[config.mk]
export PLATFORM = sky130hd
export DESIGN_NAME = mcp3202_scan_ctrl
export DESIGN_NICKNAME = d
export VERILOG_FILES = /design/src/rtl/mcp3202_pkg.sv /design/src/rtl/frame_tick_gen.sv /design/src/rtl/mcp3202_scan_ctrl.sv
export SDC_FILE = /design/constraint.sdc
export NUM_CORES = 1
export LEC_CHECK = 0
export BUFFER_PORTS_ARGS = -buffer_cell sky130_fd_sc_hd__buf_2
export CAP_MARGIN = 10
export CORE_UTILIZATION = 35
export DETAILED_ROUTE_END_ITERATION = 6
export PLACE_DENSITY = 0.56
export SLEW_MARGIN = 20
export SYNTH_ARGS = -nofsm -noshare
export SYNTH_HDL_FRONTEND = slang
export SYNTH_SLANG_ARGS = --single-unit
[constraint.sdc]
create_clock -name clk -period 4.4 [get_ports clk]
set_input_delay 0.22 -clock clk [delete_from_list [all_inputs] [get_ports clk]]
set_output_delay 0.22 -clock clk [all_outputs]
set_load 0.05 [all_outputs]
[src/rtl/mcp3202_pkg.sv]
// Shared types and constants for the MCP3202 scan controller.
// Holds the FSM encoding, channel indices and frame-period helpers.
package mcp3202_pkg;

    typedef enum logic [2:0] {
        S_IDLE,
        S_WAIT_TICK,
        S_ISSUE,
        S_CONVERT,
        S_STORE
    } scan_state_t;

    localparam logic CH0 = 1'b0;
    localparam logic CH1 = 1'b1;

    function automatic int unsigned frame_cnts(input int unsigned fclk, input int unsigned fsmpl);
        return fclk / fsmpl;
    endfunction

    function automatic int frame_cnt_w(input int unsigned fclk, input int unsigned fsmpl);
        return (frame_cnts(fclk, fsmpl) > 1) ? $clog2(frame_cnts(fclk, fsmpl)) : 1;
    endfunction

endpackage

[src/rtl/frame_tick_gen.sv]
// Free-running frame timer: counts 0..PERIOD-1 while enabled and
// emits a one-cycle tick on the last count; held at zero when disabled.
module frame_tick_gen #(
    parameter int unsigned PERIOD = 1000,
    parameter int          CW     = 10
) (
    input  logic clk,
    input  logic rst_n,
    input  logic enable,
    output logic tick
);
    localparam logic [CW-1:0] TOP = CW'(PERIOD - 1);

    logic [CW-1:0] cnt;

    always_ff @(posedge clk or negedge rst_n) begin
        if (!rst_n)
            cnt <= '0;
        else if (!enable || cnt == TOP)
            cnt <= '0;
        else
            cnt <= cnt + 1'b1;
    end

    assign tick = enable && (cnt == TOP);

endmodule

[src/rtl/mcp3202_scan_ctrl.sv]
// Frame-based scan controller for an MCP3202 conversion engine: converts each
// enabled channel per frame and buffers results in valid/ready holding registers.
module mcp3202_scan_ctrl
    import mcp3202_pkg::*;
#(
    parameter int unsigned FCLK        = 100_000_000,
    parameter int unsigned FSMPL       = 500,
    parameter logic [1:0]  CH_MASK     = 2'b11,
    parameter bit          SGL         = 1'b1,
    parameter int unsigned TIMEOUT_CYC = 20000
) (
    input  logic        clk,
    input  logic        rst_n,
    input  logic        enable,
    output logic        conv_start,
    output logic        conv_sgl,
    output logic        conv_odd,
    input  logic        conv_busy,
    input  logic        conv_done,
    input  logic [11:0] conv_data,
    output logic [11:0] ch0_data,
    output logic [11:0] ch1_data,
    output logic        ch0_valid,
    output logic        ch1_valid,
    input  logic        ch0_ready,
    input  logic        ch1_ready,
    output logic [1:0]  ch_ovr,
    output logic        frame_ovr,
    output logic        timeout_err,
    input  logic        err_clr
);
    localparam int unsigned   FRAME_CNTS = frame_cnts(FCLK, FSMPL);
    localparam int            FRAME_W    = frame_cnt_w(FCLK, FSMPL);
    localparam int            TW         = (TIMEOUT_CYC > 1) ? $clog2(TIMEOUT_CYC) : 1;
    localparam logic [TW-1:0] T_LAST     = TW'(TIMEOUT_CYC - 1);
    localparam logic          FIRST_CH   = CH_MASK[CH0] ? CH0 : CH1;

    if (CH_MASK == 2'b00) begin : g_bad_mask
        $error("mcp3202_scan_ctrl: CH_MASK must enable at least one channel");
    end

    scan_state_t      state, state_nx;
    logic             ptr, ptr_nx, ptr_ld;
    logic [TW-1:0]    tcnt;
    logic [11:0]      res;
    logic             tick, tmo_hit, more;
    logic [1:0][11:0] data_q;
    logic [1:0]       valid_q, ready, store_sel;

    frame_tick_gen #(
        .PERIOD (FRAME_CNTS),
        .CW     (FRAME_W)
    ) u_tick (
        .clk    (clk),
        .rst_n  (rst_n),
        .enable (enable),
        .tick   (tick)
    );

    // A higher enabled channel remains in this frame only when sitting on CH0.
    assign more     = (ptr == CH0) && CH_MASK[CH1];
    assign conv_sgl = SGL;
    assign conv_odd = ptr;

    always_comb begin
        state_nx   = state;
        ptr_nx     = ptr;
        ptr_ld     = 1'b0;
        conv_start = 1'b0;
        tmo_hit    = 1'b0;
        case (state)
            S_IDLE:      if (enable) state_nx = S_WAIT_TICK;
            S_WAIT_TICK: begin
                if (tick) begin
                    ptr_ld   = 1'b1;
                    ptr_nx   = FIRST_CH;
                    state_nx = S_ISSUE;
                end else if (!enable) begin
                    state_nx = S_IDLE;
                end
            end
            S_ISSUE: begin
                if (!enable) begin
                    state_nx = S_IDLE;
                end else if (!conv_busy) begin
                    conv_start = 1'b1;
                    state_nx   = S_CONVERT;
                end
            end
            S_CONVERT, S_STORE: begin
                if (state == S_CONVERT && conv_done) begin
                    state_nx = S_STORE;
                end else if (state == S_STORE || tcnt == T_LAST) begin
                    tmo_hit = (state == S_CONVERT);
                    if (enable && more) begin
                        ptr_ld   = 1'b1;
                        ptr_nx   = CH1;
                        state_nx = S_ISSUE;
                    end else begin
                        state_nx = enable ? S_WAIT_TICK : S_IDLE;
                    end
                end
            end
            default: state_nx = S_IDLE;
        endcase
    end

    always_ff @(posedge clk or negedge rst_n) begin
        if (!rst_n) begin
            state <= S_IDLE;
            ptr   <= CH0;
            tcnt  <= '0;
            res   <= '0;
        end else begin
            state <= state_nx;
            if (ptr_ld) ptr <= ptr_nx;
            if (conv_start) tcnt <= '0;
            else if (state == S_CONVERT) tcnt <= tcnt + 1'b1;
            if (state == S_CONVERT && conv_done) res <= conv_data;
        end
    end

    assign ready     = {ch1_ready, ch0_ready};
    assign store_sel = (state != S_STORE) ? 2'b00 : (ptr ? 2'b10 : 2'b01);

    // A store always wins over a same-cycle handshake so fresh data is never lost.
    always_ff @(posedge clk or negedge rst_n) begin
        if (!rst_n) begin
            data_q  <= '0;
            valid_q <= '0;
            ch_ovr  <= '0;
        end else begin
            for (int i = 0; i < 2; i++) begin
                if (store_sel[i]) begin
                    data_q[i]  <= res;
                    valid_q[i] <= 1'b1;
                end else if (valid_q[i] && ready[i]) begin
                    valid_q[i] <= 1'b0;
                end
                if (store_sel[i] && valid_q[i] && !ready[i]) ch_ovr[i] <= 1'b1;
                else if (err_clr)                             ch_ovr[i] <= 1'b0;
            end
        end
    end

    always_ff @(posedge clk or negedge rst_n) begin
        if (!rst_n) begin
            frame_ovr   <= 1'b0;
            timeout_err <= 1'b0;
        end else begin
            if (tick && state != S_WAIT_TICK) frame_ovr <= 1'b1;
            else if (err_clr)                 frame_ovr <= 1'b0;
            if (tmo_hit)      timeout_err <= 1'b1;
            else if (err_clr) timeout_err <= 1'b0;
        end
    end

    assign ch0_data  = data_q[0];
    assign ch1_data  = data_q[1];
    assign ch0_valid = valid_q[0];
    assign ch1_valid = valid_q[1];

endmodule

* Yosys cells after proc, flatten, opt, wreduce, memory -nomap -nowiden
Cells that the tools add are included.
Widths: inputs -> output; s select.
** Operators by class
- Add/sub/neg operators :: 2
- $mul :: 0
- Div/mod/pow operators :: 0
- Magnitude comparators :: 0
- Equal/unequal tests :: 16
- Shift-type cells :: 0
- Mux-type cells :: 40
- Bitwise operators :: 1
- Reductions and logical operators :: 27
** Operator list (number)
- $mux 15 :: 2
- $mux 1 :: 24
- $mux 3 :: 7
- $add 18x1->18 const B :: 1
- $eq 18x18->1 const B :: 1
- $mux 18 :: 1
- $reduce_bool 2->1 :: 8
- $add 15x1->15 const B :: 1
- $eq 15x15->1 const B :: 1
- $ne 3x3->1 const B :: 4
- $pmux 3 s4 :: 1
- $logic_and 1x1->1 :: 10
- $ne 2x2->1 const B :: 5
- $eq 3x2->1 const B :: 2
- $mux 2 :: 3
- $reduce_and 6->1 :: 1
- $pmux 1 s2 :: 2
- $reduce_and 4->1 :: 1
- $eq 3x1->1 const B :: 1
- $eq 3x3->1 const B :: 1
- $logic_not 1->1 :: 3
- $logic_not 3->1 :: 1
- $ne 3x1->1 const B :: 1
- $logic_or 1x1->1 :: 2
- other kinds (2) :: 2
** Storage, ports and cells
- Bits in registers :: 79
- Bits in latches :: 0
- Memory bits (writable) :: 0
- ROM bits :: 0
- Bits of input ports :: 20
- Output and inout port bits :: 33
- Logic and storage cells :: 99
- Memories kept :: 0

* Depth between registers and ports, before layout
- Depth after elaboration :: 7
- Gate-level depth with buffers :: 7
- Gate-level depth less buffers :: 5

* Cells and area by module
From an unflattened synthesis, not the netlist that was laid out.
** Unflattened totals
- Cell total of the unflattened synthesis :: 313
- Area total of the unflattened synthesis :: 3607.2 µm²
** By module, submodules not included
- mcp3202_scan_ctrl :: instances 1, cells each 220, area each 2687.6 µm², seq. area each 1526.5 µm²
- frame_tick_gen :: instances 1, cells each 93, area each 919.6 µm², seq. area each 450.4 µm²

* Worst setup path after synthesis
OpenSTA, ideal clock, no wires.
- Path kind :: register to register
- From :: register ptr, in the netlist conv_odd
- To :: register data_q, in the netlist ch0_data[10]
- Library setup time :: 0.125 ns
- Arrival :: 1.735 ns
- Data required time :: 4.275 ns
- Slack :: 2.540 ns
- Stages on the path, launching flop included :: 4
- Buffers on the path :: 1
- Clock period less this slack :: 1.860 ns
- Path through :: dfrtp_1 nor4b_2 buf_2 mux2_2
** On the way
- Cells in the longest elaborated chain, start to end :: 2
** Ends and longest elaborated chain
- start: declaration :: RTL line mcp3202_scan_ctrl.sv:43 : logic ptr, ptr_nx, ptr_ld;
- start signal: assignment :: RTL line mcp3202_scan_ctrl.sv:116 : if (ptr_ld) ptr <= ptr_nx;
- $mux 2 (2 in a row) :: RTL line mcp3202_scan_ctrl.sv:124 : assign store_sel = (state != S_STORE) ? 2'b00 : (ptr ? 2'b10 : 2'b01);
- end signal: indexed assignment :: RTL line mcp3202_scan_ctrl.sv:135 : data_q[i] <= res;
- end: declaration :: RTL line mcp3202_scan_ctrl.sv:47 : logic [1:0][11:0] data_q;
Every way passes these cells.
A chain may end at the register's enable or synchronous reset.

* Worst setup path in the final report
- From :: register state[1]
- To :: output conv_start
** On the way
- Cells in the longest elaborated chain, start to end :: 2
** Ends and longest elaborated chain
- start: declaration :: RTL line mcp3202_scan_ctrl.sv:42 : scan_state_t state, state_nx;
- start signal: assignment :: RTL line mcp3202_scan_ctrl.sv:115 : state <= state_nx;
- $eq 3x2->1 :: RTL line mcp3202_scan_ctrl.sv:71 : case (state)
- $mux 1 :: RTL line mcp3202_scan_ctrl.sv:71
- end: declaration :: RTL line mcp3202_scan_ctrl.sv:15 : output logic conv_start,
Every way passes these cells.

==> summary.txt <==
Seq/Total Area, Yosys -> 0.548
Antenna diodes -> 0
Tcrit/Tclk final -> 0.479
CTS resizes -> 0
Ys async rst share -> 1.00
Setup_tns -> 0 ns
Status -> finished, final reports clean
Row cnt -> 36
RSZ-0062 raised after global routing -> no
Yosys top cell area share -> 0.548
# IOs -> 53
Final Hold Fails -> 0
GPL Wtd Cong -> 0.783
Yosys cell types -> 50
Final Critical Period -> 2.11 ns
Clock buffer depth -> 2
Largest net degree at the start of global routing -> 80
Most frequent cells after synthesis -> 79 x dfrtp_1, 36 x mux2_2, 26 x nor2_1
Die area -> 10,700 um2
Via density per instance -> 5.12
Hold crit path type -> in -> reg
Worst-Margin Slew -> 1.00 ns
Share of post-route cells with drive strength above 1 -> 0.302
Clk_skew -> 0.00911 ns
Total wire length -> 7060 um
Drt drc -> 0
CP Launch Type -> flip-flop
Antenna violations before repair -> 0
Dpl hpwl -> 4790 um
Endpoints failing setup -> 0
CTS HTree Levels -> 3
Max rail drop VDD -> 0.000337 V
Max-slew headroom -> 0.328
Pins Over Slew Limit -> 0
Root Driver -> clkbuf_8
P_int -> 1.43 mW
Lkg Pwr -> 1.95 nW
Antenna-violating nets left -> 0
Post-DR wirelength/cell -> 14.1 um
Starting DRC count in detailed routing -> 92
Register share of total power -> 0.472
TritonCTS clock tree -> done
Vias in the first global route -> 2,526
Clk pwr share -> 0.232
Die height -> 104 um
Yosys warnings -> 0
Net Sw Frac -> 0.378
Clock Latency Late Sink -> 0.34 ns
GR Util All Layers -> 0.139
Worst Setup End Kind -> primary output
Initial Utilization -> 0.366
Area delta synth->final -> 15.8%
Final std cells w/o fill -> 501
Max Freq -> 475 MHz
1st-pass router iterations -> 4
Cts bufs inserted -> 9
Congestion Overflow GR -> 0
Fin nets -> 386
Top cells by area, synth -> dfrtp_1 55%, mux2_2 11%, nor2_1 2.7%
Synthesized instance count -> 311
NetSw -> 0.870 mW
PortBufs -> 51
Comb power frac -> 0.297
Placed instance area -> 3970 um2
Avg Cell Area, Syn -> 11.6 um2
Clock sink count -> 79
First-pass GRT wire length -> 12,000 um
CP Max Fanout -> 16
Top_reg_cell synth -> dfrtp_1
Via count -> 2,563
Seq cells post-synth -> 79
Mapped Nets -> 333
DIE WIDTH -> 104 um
Reg clk slew, reported paths -> 0.08 ns
Core Util, Final -> 0.424
Most frequent cell after synthesis -> dfrtp_1
Worst Path Arrival -> 1.89 ns
Post-route cell area -> 4180 um2
Area leader, netlist -> dfrtp_1
Pwr Total -> 2.30 mW
Post-Syn Area -> 3610 um2
Max Cap Violations -> 0
Crit Path Class -> reg -> out
Core Area -> 9860 um2
Pwr dens -> 551 nW/um2
Post-synth EDFFs -> 0
Placed Cells -> 485
Worst Path Required -> 4.18 ns
## cell families after synthesis
| family | share of synthesized area |
|---|---|
| AO/OA/AOI/OAI | 0.0808 |
| XOR/XNOR | 0.0461 |
| adder cells (fa/ha/maj) | 0.00693 |
| buffers and inverters | 0.0309 |
| flip-flops | 0.548 |
| multiplexers | 0.112 |
| other | 0.00104 |
| AND/OR/NAND/NOR | 0.174 |
## through the flow
| step | hold slack, ns | worst slack (ns) |
|---|---|---|
| global placement | 0.439 | 2.32 |
| finish | 0.0871 | 2.29 |
| CTS | 0.0727 | 2.27 |
| floorplan | -0.0756 | 2.54 |
| global route | 0.0849 | 2.13 |
| detailed placement | 0.446 | 2.30 |
## critical path, cell delays in order (launching register included)
cell and delay (ns):
dfrtp_1 0.56, inv_1 0.15, nor4_2 0.28, buf_4 0.25, buf_2 0.30
## layout by cell type, fill, tap and decap left out, types with 2 or more instances in the layout
| cell type | instances |
|---|---|
| xnor2_1 | 9 |
| nand4_1 | 11 |
| nand2_1 | 16 |
| o21a_1 | 2 |
| dfrtp_1 | 79 |
| inv_6 | 2 |
| nand3b_1 | 2 |
| nor3_1 | 3 |
| nor4_2 | 2 |
| and2_1 | 4 |
| mux2_2 | 36 |
| or3_1 | 7 |
| o31ai_1 | 4 |
| buf_2 | 50 |
| and3_1 | 6 |
| nand3_1 | 10 |
| a211oi_1 | 2 |
| o21ai_0 | 10 |
| nor4_1 | 3 |
| nand2b_1 | 3 |
| or2_2 | 2 |
| and4_1 | 4 |
| ha_1 | 2 |
| or4_1 | 3 |
| inv_1 | 9 |
| clkbuf_8 | 9 |
| nor2_1 | 26 |
| a21oi_1 | 15 |
| a221oi_1 | 2 |
| clkinvlp_4 | 3 |
| xor2_1 | 10 |
## layer usage
layer | global-route usage | vias to the layer above | part of all wire
li1 | - | 1229 | -
met1 | 0.178 | 1266 | 0.47
met4 | 0.0621 | 0 | 0.021
met3 | 0.0384 | 15 | 0.056
met5 | 0 | - | 0
met2 | 0.219 | 53 | 0.46
## repair_timing
action,4_1_cts,5_1_grt
buffers inserted,0,0
endpoints found under the hold margin,0,79
hold buffers,0,1
## worst paths after layout
check                           slack (ns)      startpoint             end  depth (start not counted)
min in group asynchronous             0.49           rst_n   u_tick.cnt[5]                          2
worst max register to register        2.30  u_tick.cnt[14]  u_tick.cnt[12]                          4
max in group asynchronous             3.43           rst_n    ch0_data[10]                          2
worst min-delay path                  0.09         err_clr     timeout_err                          2
worst max-delay path                  2.29        state[1]      conv_start                          4
worst min register to register        0.46   u_tick.cnt[0]   u_tick.cnt[0]                          1
## power groups by stage
stage               clock, mW  sequential (mW)  combinational (mW)
floorplan                   0             1.25               0.364
global placement            0             1.10               0.678
detailed placement          0             1.10               0.689
CTS                     0.555             1.09               0.690
global route            0.585             1.12               0.742
finish                  0.535             1.09               0.683
## flip-flops by register name, indices dropped and copies added (netlist names)
name	count
timeout_err	1
ch0_data	12
frame_ovr	1
res	12
ch_ovr	2
tcnt	15
ch1_data	12
u_tick.cnt	18
valid_q	2
state	3
conv_odd	1
## layout make-up
type | instances | area [um2]
clock buffer | 9 | 124
clock inverter | 6 | 70.1
fill | 972 | 5690
inverter | 9 | 33.8
multi-input combinational | 212 | 1530
sequential | 79 | 1980
tap | 133 | 166
timing repair buffer | 53 | 279
(Power assumes the default switching activity.)
